`src/rtl/nes_rom_loader.sv`:
```
// nes_rom_loader: parses an iNES / NES 2.0 download stream and writes PRG, CHR and trainer bytes to SDRAM.
// Define NES_LOADER_TRAINER_EN to load a 512-byte trainer; without it trainer images are rejected with code 1.
module nes_rom_loader #(
    parameter int unsigned ADDR_W       = 22,
    parameter int unsigned PRG_BASE     = 0,
    parameter int unsigned CHR_BASE     = 32'd1 << (ADDR_W - 1),
    parameter int unsigned TRAINER_BASE = (32'd1 << ADDR_W) - 32'd512
) (
    input  logic              clk,
    input  logic              reset,
    input  logic [7:0]        in_data,
    input  logic              in_valid,
    output logic              in_ready,
    input  logic              in_end,
    input  logic              invert_mirroring,
    output logic [ADDR_W-1:0] mem_addr,
    output logic [7:0]        mem_data,
    output logic              mem_write,
    input  logic              mem_ack,
    output logic [31:0]       mapper_flags,
    output logic              done,
    output logic              error,
    output logic [2:0]        err_code
);

    localparam int unsigned CNT_W        = ADDR_W + 1;
    localparam logic [32:0] REGION_BYTES = 33'd1 << (ADDR_W - 1);
`ifdef NES_LOADER_TRAINER_EN
    localparam bit TRAINER_EN = 1'b1;
`else
    localparam bit TRAINER_EN = 1'b0;
`endif

    typedef enum logic [2:0] {S_HEADER, S_TRAINER, S_PRG, S_CHR, S_DONE, S_ERROR} state_t;

    state_t            state_q, state_d;
    logic [3:0]        hdr_cnt_q, hdr_cnt_d;
    logic [7:0]        hdr_q [16];
    logic [ADDR_W-1:0] ptr_q, ptr_d;
    logic [CNT_W-1:0]  rem_q, rem_d;
    logic [31:0]       flags_q, flags_d, flags_new;
    logic              in_ready_d, mem_write_d, done_d, error_d;
    logic [ADDR_W-1:0] mem_addr_d;
    logic [7:0]        mem_data_d;
    logic [2:0]        err_code_d;

    logic              accept, ack, last_hdr, nes20, dirty, bad_magic, exp_form;
    logic [7:0]        b15;
    logic [11:0]       prg_units, chr_units, mapper;
    logic [3:0]        submapper;
    logic [25:0]       prg_bytes;
    logic [24:0]       chr_bytes;

    function automatic logic [3:0] units_log2(input logic [11:0] units);
        logic [3:0] r;
        r = 4'd0;
        for (int i = 0; i < 12; i++) begin
            if (units > (12'd1 << i)) r = 4'(i + 1);
        end
        return r;
    endfunction

    function automatic logic is_loading(input state_t s);
        return (s != S_DONE) && (s != S_ERROR);
    endfunction

    // Header decode; byte 15 is taken from the bus while it is being accepted
    assign accept    = in_valid && in_ready;
    assign ack       = mem_write && mem_ack;
    assign last_hdr  = (state_q == S_HEADER) && (hdr_cnt_q == 4'd15);
    assign b15       = last_hdr ? in_data : hdr_q[15];
    assign nes20     = (hdr_q[7][3:2] == 2'b10);
    assign dirty     = !nes20 && ((hdr_q[8] | hdr_q[9] | hdr_q[10] | hdr_q[11] |
                                   hdr_q[12] | hdr_q[13] | hdr_q[14] | b15) != 8'd0);
    assign bad_magic = (hdr_q[0] != 8'h4E) || (hdr_q[1] != 8'h45) ||
                       (hdr_q[2] != 8'h53) || (hdr_q[3] != 8'h1A);
    assign exp_form  = nes20 && ((hdr_q[9][3:0] == 4'hF) || (hdr_q[9][7:4] == 4'hF));
    assign prg_units = {nes20 ? hdr_q[9][3:0] : 4'd0, hdr_q[4]};
    assign chr_units = {nes20 ? hdr_q[9][7:4] : 4'd0, hdr_q[5]};
    assign prg_bytes = {prg_units, 14'd0};
    assign chr_bytes = {chr_units, 13'd0};
    assign mapper    = nes20 ? {hdr_q[8][3:0], hdr_q[7][7:4], hdr_q[6][7:4]}
                             : {4'd0, dirty ? 4'd0 : hdr_q[7][7:4], hdr_q[6][7:4]};
    assign submapper = nes20 ? hdr_q[8][7:4] : 4'd0;

    assign flags_new = {2'b00, TRAINER_EN & hdr_q[6][2], nes20, hdr_q[6][1], hdr_q[6][3],
                        chr_units == 12'd0, 1'b0, units_log2(chr_units), units_log2(prg_units),
                        submapper, mapper};

    // Mirroring bit follows the OSD override live once the image is loaded
    assign mapper_flags = flags_q | {7'd0, (state_q == S_DONE) & (hdr_q[6][0] ^ invert_mirroring), 24'd0};

    always_comb begin
        state_d     = state_q;
        hdr_cnt_d   = hdr_cnt_q;
        ptr_d       = ptr_q;
        rem_d       = rem_q;
        flags_d     = flags_q;
        mem_write_d = mem_write;
        mem_addr_d  = mem_addr;
        mem_data_d  = mem_data;
        err_code_d  = err_code;

        case (state_q)
            S_HEADER: begin
                if (accept) begin
                    hdr_cnt_d = hdr_cnt_q + 4'd1;
                    if (last_hdr) begin
                        if (bad_magic) begin
                            state_d = S_ERROR; err_code_d = 3'd1;
                        end else if (exp_form) begin
                            state_d = S_ERROR; err_code_d = 3'd3;
                        end else if (prg_units == 12'd0) begin
                            state_d = S_ERROR; err_code_d = 3'd4;
                        end else if ((33'(prg_bytes) > REGION_BYTES) || (33'(chr_bytes) > REGION_BYTES)) begin
                            state_d = S_ERROR; err_code_d = 3'd2;
                        end else if (hdr_q[6][2]) begin
                            if (TRAINER_EN) begin
                                state_d = S_TRAINER;
                                ptr_d   = ADDR_W'(TRAINER_BASE);
                                rem_d   = CNT_W'(32'd512);
                            end else begin
                                state_d = S_ERROR; err_code_d = 3'd1;
                            end
                        end else begin
                            state_d = S_PRG;
                            ptr_d   = ADDR_W'(PRG_BASE);
                            rem_d   = CNT_W'(prg_bytes);
                        end
                    end
                end
            end
            S_TRAINER, S_PRG, S_CHR: begin
                if (accept) begin
                    mem_write_d = 1'b1;
                    mem_addr_d  = ptr_q;
                    mem_data_d  = in_data;
                end else if (ack) begin
                    mem_write_d = 1'b0;
                    ptr_d       = ptr_q + ADDR_W'(1);
                    rem_d       = rem_q - CNT_W'(1);
                    if (rem_q == CNT_W'(1)) begin
                        if (state_q == S_TRAINER) begin
                            state_d = S_PRG;
                            ptr_d   = ADDR_W'(PRG_BASE);
                            rem_d   = CNT_W'(prg_bytes);
                        end else if ((state_q == S_PRG) && (chr_units != 12'd0)) begin
                            state_d = S_CHR;
                            ptr_d   = ADDR_W'(CHR_BASE);
                            rem_d   = CNT_W'(chr_bytes);
                        end else begin
                            state_d = S_DONE;
                        end
                    end
                end
            end
            default: ;
        endcase

        // Truncated stream; a final acknowledge in the same cycle still completes the load
        if (in_end && is_loading(state_q) && (state_d != S_DONE)) begin
            state_d     = S_ERROR;
            err_code_d  = 3'd5;
            mem_write_d = 1'b0;
        end

        if ((state_d == S_DONE) && (state_q != S_DONE)) flags_d = flags_new;

        in_ready_d = is_loading(state_d) && !mem_write_d;
        done_d     = !is_loading(state_d);
        error_d    = (state_d == S_ERROR);
    end

    always_ff @(posedge clk or posedge reset) begin
        if (reset) begin
            state_q   <= S_HEADER;
            hdr_cnt_q <= 4'd0;
            ptr_q     <= ADDR_W'(PRG_BASE);
            rem_q     <= '0;
            flags_q   <= '0;
            in_ready  <= 1'b0;
            mem_write <= 1'b0;
            mem_addr  <= ADDR_W'(PRG_BASE);
            mem_data  <= 8'd0;
            done      <= 1'b0;
            error     <= 1'b0;
            err_code  <= 3'd0;
            for (int i = 0; i < 16; i++) hdr_q[i] <= 8'd0;
        end else begin
            state_q   <= state_d;
            hdr_cnt_q <= hdr_cnt_d;
            ptr_q     <= ptr_d;
            rem_q     <= rem_d;
            flags_q   <= flags_d;
            in_ready  <= in_ready_d;
            mem_write <= mem_write_d;
            mem_addr  <= mem_addr_d;
            mem_data  <= mem_data_d;
            done      <= done_d;
            error     <= error_d;
            err_code  <= err_code_d;
            if ((state_q == S_HEADER) && accept) hdr_q[hdr_cnt_q] <= in_data;
        end
    end

endmodule

```
`config.mk`:
```
export PLATFORM = sky130hd
export DESIGN_NAME = nes_rom_loader
export DESIGN_NICKNAME = d
export VERILOG_FILES = /design/src/rtl/nes_rom_loader.sv
export SDC_FILE = /design/constraint.sdc
export NUM_CORES = 1
export LEC_CHECK = 0
export BUFFER_PORTS_ARGS = -buffer_cell sky130_fd_sc_hd__buf_4
export CAP_MARGIN = 15
export CORE_UTILIZATION = 50
export CTS_CLUSTER_DIAMETER = 80
export CTS_CLUSTER_SIZE = 12
export DETAILED_ROUTE_END_ITERATION = 12
export GPL_TIMING_DRIVEN = 0
export PLACE_DENSITY = 0.68
export SLEW_MARGIN = 20
export SYNTH_ARGS = -nofsm -noshare
export SYNTH_HDL_FRONTEND = slang
export SYNTH_SLANG_ARGS = --single-unit
```
`constraint.sdc`:
```
create_clock -name clk -period 10.26 [get_ports clk]
set_input_delay 2.052 -clock clk [delete_from_list [all_inputs] [get_ports clk]]
set_output_delay 2.052 -clock clk [all_outputs]
set_load 0.005 [all_outputs]
```
==> metrics, run 1 <==
Primary FF master, synth dfrtp_1; vias in the first global route 8,511; core region area 0.0226 mm²; area leader, netlist dfrtp_1; number of core rows 55; Least-Margin Pin Slew between 0.9 and 1 ns; Multi-input gate area 0.00509 mm²; WS Path Type in2out; post-synth top area share a little over half; compound-gate portion of the synthesized area 10.9%; cell area after synthesis 0.0115 mm²; number of design-rule violations left by the first detailed-router iteration 628; outcome complete, no violations; number of cell instances on the worst register-to-register path 9; cell at the slowest stage of the critical path xnor2_1; worst hold stages 2; main combinational cell family by area after synthesis simple AND/OR/NAND/NOR gates; die width approximately 150 µm; share of flip-flops with an asynchronous set or reset 100%; global-route wire length before repair 47.1 mm; Core Util, Final between 50 and 60%; area used by sequential logic in the layout 0.00608 mm²; final-report max-slew violation count 0; Hold Startpoint flags_q[28]$_DFFE_PP0P_; Max clock buf depth 3; area fraction in and, or, nand and nor cells after synthesis 16.2%; initial antenna violation count 0; register bit total from synthesis roughly 240; worst min-delay path class reg2reg; slack of the critical path 5.39 ns; CP endpoint kind output port; most frequent cell after synthesis dfrtp_1; Setup violations, final 0; time the worst path needs with I/O delays and setup 4.87 ns; power per cell area roughly 140 mW/mm²; count of unresolved DRC violations after routing 0; delay of the slowest cell on the worst path 0.34 ns; detailed-route wire length 29.0 mm; yosys warns 0; arrival time reported for the critical path endpoint 2.82 ns; quantity of I/O buffers inserted on ports 73; final standard cell count with taps included and fillers excluded 1,420; minimum setup slack after placement 5.46 ns; peak fanout along the critical path 1; clock tree from TritonCTS yes; largest net degree at the start of global routing 100; worst reg2reg endpoint rem_q[22]$_DFFE_PP0P_; detailed placer's ending HPWL 19.9 mm; post-CTS clock slew at the launch and capture registers of the worst setup and hold paths 0.06 ns; overall via count from detail_route between 8,000 and 9,000; fraction of layout cells with a size suffix above 1 roughly a quarter; cell mode on critical path buf_4; Detailed Routing Iterations Pass 1 5; # clock sinks 243; ranking of synthesized cells by instance count 243 x dfrtp_1, 153 x mux2_2, 97 x nand2_1; H-tree levels 1; mean instance size in the synthesized netlist 11.2 µm²; Leak Pwr 6.32 nW; Routed wire per std cell 20.4 µm; count of cells resized by post-cts repair 0; count of boundary I/O pins 83; total instance count after detailed placement 1,394; number of cells produced by synthesis slightly above 1,000; Power, Total ~0.0018 W; worst setup slack for register-to-register paths 6.96 ns; IR Drop Worst-Case VDD 123 µV; count of cell types in the netlist 77; Final GP Congestion 0.923; Antenna diodes 0; residual antenna-violating net count after detailed routing 0; Inserted Clock Buffers 24; overall overflow remaining after global route 0; latest clock arrival within the worst-skew pair 0.52 ns; Total GRT Usage 25.1%; XOR/XNOR Fraction of Synth Area 0.608%; Adder-Cell Fraction of Synth Area less than 1%; clk root buf clkbuf_16; relative area change from synthesis to final layout 14.0%; post-CTS setup buffers 0; final number of hold-violating endpoints 0; Hold Slack 0.480 ns; Vias per Instance 6.15; end point of the worst hold path flags_q[28]$_DFFE_PP0P_; multiplexer share of the synthesized area 15.7%; maximum clock rate 205 MHz; required time reported for the critical path endpoint 8.21 ns; cells taking the most area after synthesis dfrtp_1 53%, mux2_2 15%, nand2_1 3.2%; overall die area 0.0237 mm²; Rel. slew slack 37.7%; fraction of the cycle the final worst path needs between 40% and 50%; Final Skew 0.0126 ns; die height 154 µm; unrepaired setup endpoints after global routing no; post-synthesis sequential area ratio 52.7%; starting density of the core 50.9%; kind of launch point of the worst setup path input port; maxcap violations 0; hold buffers post-CTS 0; Cell Chain, Critical Path buf_4 -> xnor2_1 -> nor2_1 -> buf_4; EDFF count, synth 0; origin of the critical flop-to-flop path rem_q[1]$_DFFE_PP0P_; final net count 1,156; fill cell total of the finished layout 1,913
[flip-flops by register name, indices dropped and copies added (netlist names)]
signal     flops
flags_new      2
err_code       3
flags_q       28
ptr_q         22
mem_data       8
mem_addr      22
chr_bytes      8
rem_q         23
mem_write      1
error          1
in_ready       1
hdr_q        116
hdr_cnt_q      4
state_q        3
done           1
[worst max-delay path by stage]
stage,start,endpoint,slack [ns],cells after the start
after floorplan,reset,chr_bytes[13]$_DFFE_PP0P_,1.53,1
after global placement,reset,flags_q[14]$_DFFE_PP0P_,-1.12,2
after detailed placement,invert_mirroring,mapper_flags[24],5.46,4
after CTS,invert_mirroring,mapper_flags[24],5.46,4
after global routing,invert_mirroring,mapper_flags[24],5.39,4
final,invert_mirroring,mapper_flags[24],5.39,4
[area by class of cell]
cell class	count	area share, %
sequential	243	46.3
multi-input combinational	712	38.8
clock buffer	25	4.76
timing repair buffer	75	4.59
tap	285	2.71
buffer	65	2.34
inverter	14	0.457
clock inverter	1	0.0857
[worst max-delay path: cells and delay by family]
family                    cells  cell delay [ns]
buffers and inverters         2             0.28
xor gates and xnor gates      1             0.34
and+or+nand+nor               1             0.13
[layout by cell type, fill, tap and decap left out, types with 6 or more instances in the layout]
| cell | n |
|---|---|
| dfrtp_1 | 243 |
| nand2_1 | 97 |
| clkbuf_1 | 39 |
| buf_2 | 12 |
| nand4_1 | 14 |
| and3_1 | 11 |
| o21ai_1 | 15 |
| nor3_1 | 37 |
| nand2b_1 | 7 |
| nor4_1 | 34 |
| and2_1 | 6 |
| buf_1 | 6 |
| a21oi_1 | 29 |
| mux2_2 | 153 |
| a211oi_1 | 7 |
| nor4b_1 | 6 |
| or3_1 | 11 |
| nand3_1 | 35 |
| buf_4 | 76 |
| nor2_1 | 40 |
| a31oi_1 | 27 |
| o31ai_1 | 23 |
| o21ai_0 | 40 |
| clkbuf_16 | 25 |
| inv_1 | 13 |
| ha_1 | 7 |
[metrics by stage]
step                      TNS (ns)  cell area (µm²)
after floorplan                  0            11500
after global placement     -268.56            12400
after detailed placement         0            12500
after CTS                        0            13100
after global routing             0            13100
final                            0            13100
[routing by layer]
metal | GRT usage, % | vias to the layer above | share of wire (%)
met2 | 38.8 | 264 | 45
li1 | - | 4041 | -
met1 | 38.1 | 4400 | 47
met3 | 3.52 | 28 | 6.1
met5 | 0 | - | 0
met4 | 4.33 | 0 | 1.3
[cells by family (layout without fill, tap and decap cells)]
group                    after synthesis  in the layout
flip-flops                           243            243
other                                  1              3
XOR/XNOR                               8              8
adder cells (fa/ha/maj)                7              7
buffers and inverters                 79            180
AO/OA/AOI/OAI                        188            188
multiplexers                         161            161
AND/OR/NAND/NOR                      345            345
[power by group]
group / leakage [nW] / switching, W / internal (W)
clock: 0.314 / 0.000343 / 0.000429
combinational: 2.65 / 0.0000460 / 0.0000183
sequential: 3.36 / 0.00000507 / 0.000963
total: 6.32 / 0.000394 / 0.00141
Note: power is estimated with default switching activity, not from simulation.
==> run 2, diff against run 1 <==
Clock period 10.26 ns to 5.1 ns, I/O delays scaled along.
==> metrics, run 2 (synthesis results as in run 1) <==
outcome complete, no violations (unchanged); Least-Margin Pin Slew 0.888 ns (was 0.935 ns); largest net degree at the start of global routing 35 (was 100); Max clock buf depth 3 (unchanged); origin of the critical flop-to-flop path rem_q[1]$_DFFE_PP0P_ (unchanged); count of boundary I/O pins 83 (unchanged); Largest delay share family, worst path simple AND/OR/NAND/NOR gates (was XOR/XNOR gates); Final Skew 0.0209 ns (was 0.0126 ns); hold buffers post-CTS 0 (unchanged); final number of hold-violating endpoints 0 (unchanged); amount of wire on met2 after detailed routing 13.2 mm (was 13.1 mm); overall overflow remaining after global route 0 (unchanged); maxcap violations 0 (unchanged); Leak Pwr 6.36 nW (was 6.32 nW); worst reg2reg endpoint rem_q[22]$_DFFE_PP0P_ (unchanged); die width 154 µm (unchanged); initial antenna violation count 0 (unchanged); overall via count from detail_route 8,836 (was 8,733); clk root buf clkbuf_16 (unchanged); fraction of layout cells with a size suffix above 1 26.5% (was 26.1%); uppermost routed layer met4 (unchanged); number of cell instances on the worst register-to-register path 9 (unchanged); peak fanout along the critical path 10 (was 1); kind of launch point of the worst setup path flop (was input port); time the worst path needs with I/O delays and setup 3.39 ns; quantity of I/O buffers inserted on ports 73 (unchanged); total negative slack 0 ns (unchanged); fraction of the cycle the final worst path needs 66.5%; H-tree levels 1 (unchanged); Detailed Routing Iterations Pass 1 6 (was 5); Routed wire per std cell 20.4 µm (about the same); final standard cell count with taps included and fillers excluded 1,426 (was 1,420); post-CTS setup buffers 0 (unchanged); end point of the worst hold path hdr_q[7]$_DFFE_PP0P_ (was flags_q[28]$_DFFE_PP0P_); delay of the slowest cell on the worst path 0.69 ns (was 0.34 ns); Vias per Instance 6.20 (was 6.15); latest clock arrival within the worst-skew pair 0.53 ns (was 0.52 ns); worst setup slack for register-to-register paths 1.71 ns (was 6.96 ns); final-report max-slew violation count 0 (unchanged); Final GP Congestion 0.943 (was 0.923); Inserted Clock Buffers 24 (unchanged); IR Drop Worst-Case VDD 311 µV (was 123 µV); unrepaired setup endpoints after global routing no (unchanged); core region area 0.0226 mm² (unchanged); commonest non-fill, non-tap cells in the layout 243 x dfrtp_1, 153 x mux2_2, 97 x nand2_1, 76 x buf_4 (unchanged); relative area change from synthesis to final layout 14.8% (was 14.0%); cell at the slowest stage of the critical path nor4b_1 (was xnor2_1); vias in the first global route 8,458 (was 8,511); Cell Chain, Critical Path inv_1 -> ha_1 -> nor4b_1 -> nand4_1 -> a311oi_1 -> or3_1 -> clkbuf_1 -> a21oi_1 -> a211o_1 (was buf_4 -> xnor2_1 -> nor2_1 -> buf_4); detailed-route wire length 29.1 mm (was 29.0 mm); Hold Startpoint hdr_q[7]$_DFFE_PP0P_ (was flags_q[28]$_DFFE_PP0P_); number of core rows 55 (unchanged); CP bufs+invs 2 (unchanged); largest registers ranked by flip-flop count hdr_q (116), flags_q (28), rem_q (23) (unchanged); required time reported for the critical path endpoint 5.50 ns (was 8.21 ns); post-CTS clock slew at the launch and capture registers of the worst setup and hold paths 0.06 ns (about the same); most common cell after layout, fill and taps aside dfrtp_1 (unchanged); arrival time reported for the critical path endpoint 3.79 ns (was 2.82 ns); CP endpoint kind flop (was output port); maximum clock rate slightly below 300 MHz; number of design-rule violations left by the first detailed-router iteration 674 (was 628); DR WL met3 1.77 mm (unchanged); WS Path Type reg2reg (was in2out); worst min-delay path class reg2reg (unchanged); # clock sinks 243 (unchanged); met1 WL 13.5 mm (was 13.7 mm); residual antenna-violating net count after detailed routing 0 (unchanged); Setup violations, final 0 (unchanged); Total GRT Usage 25.1% (about the same); number of flip-flops in the largest register 116 (unchanged); global-route wire length before repair 47.1 mm (about the same); count of unresolved DRC violations after routing 0 (unchanged); worst hold stages 2 (unchanged); Layout Cell Area excl Fill 0.0132 mm² (was 0.0131 mm²); placed cell areas 0.0126 mm² (was 0.0125 mm²); power per cell area 274 mW/mm² (was 137 mW/mm²); slack of the critical path 1.71 ns (was 5.39 ns); starting density of the core 50.9% (unchanged); overall die area 0.0237 mm² (unchanged); Power, Total 0.00362 W (was 0.00180 W); clock tree from TritonCTS yes (unchanged); detailed placer's ending HPWL 20.3 mm (was 19.9 mm); die height 154 µm (unchanged); register with the most flip-flops hdr_q (unchanged); total instance count after detailed placement 1,400 (was 1,394); final net count 1,162 (was 1,156); Rel. slew slack 40.3% (was 37.7%); minimum setup slack after placement 1.80 ns (was 5.46 ns); count of cells resized by post-cts repair 0 (unchanged); Antenna diodes 0 (unchanged)
## run 2: final cells by class
cell class	instances	area, µm²
Buffer	65	308
Clock buffer	24	601
Clock inverter	2	27.5
Fill cell	1894	9400
Inverter	14	56.3
Multi-Input combinational cell	712	5090
Sequential cell	243	6080
Tap cell	285	357
Timing Repair Buffer	81	716
## run 2: tightest hold or removal path: stages (launching register included)
cell and delay [ns]:
dfrtp_1 0.34, nand2_1 0.05, nand2_1 0.06
## run 2: worst max-delay path by stage
stage,from,endpoint,slack [ns],cells after the start
after floorplan,reset,chr_bytes[13]$_DFFE_PP0P_,0.89,1
after global placement,reset,hdr_q[21]$_DFFE_PP0P_,-0.56,2
after detailed placement,rem_q[1]$_DFFE_PP0P_,rem_q[22]$_DFFE_PP0P_,1.80,9
after CTS,rem_q[1]$_DFFE_PP0P_,rem_q[22]$_DFFE_PP0P_,1.78,9
after global routing,rem_q[1]$_DFFE_PP0P_,rem_q[22]$_DFFE_PP0P_,1.54,9
final,rem_q[1]$_DFFE_PP0P_,rem_q[22]$_DFFE_PP0P_,1.71,9
## run 2: metal layers
| layer | track usage [%] | up-vias |
|---|---|---|
| met2 | 39.0 | 294 |
| met1 | 37.3 | 4441 |
| met4 | 5.86 | 0 |
| met5 | 0 | - |
| met3 | 3.55 | 41 |
| li1 | - | 4060 |
## run 2: where the power goes
group / switching, W / total [W] / internal [W] / leakage [nW]
Clock: 0.000700 / 0.00154 / 0.000835 / 0.309
Combinational: 0.0000962 / 0.000142 / 0.0000453 / 2.69
Sequential: 0.00000967 / 0.00195 / 0.00194 / 3.36
## run 2: per-stage QoR
step,utilization [%],hold slack [ns]
6_report,58.5,0.479
2_1_floorplan,-,0.447
5_1_grt,58.5,0.503
3_3_place_gp,55.0,0.466
3_5_place_dp,55.7,0.466
4_1_cts,58.5,0.481
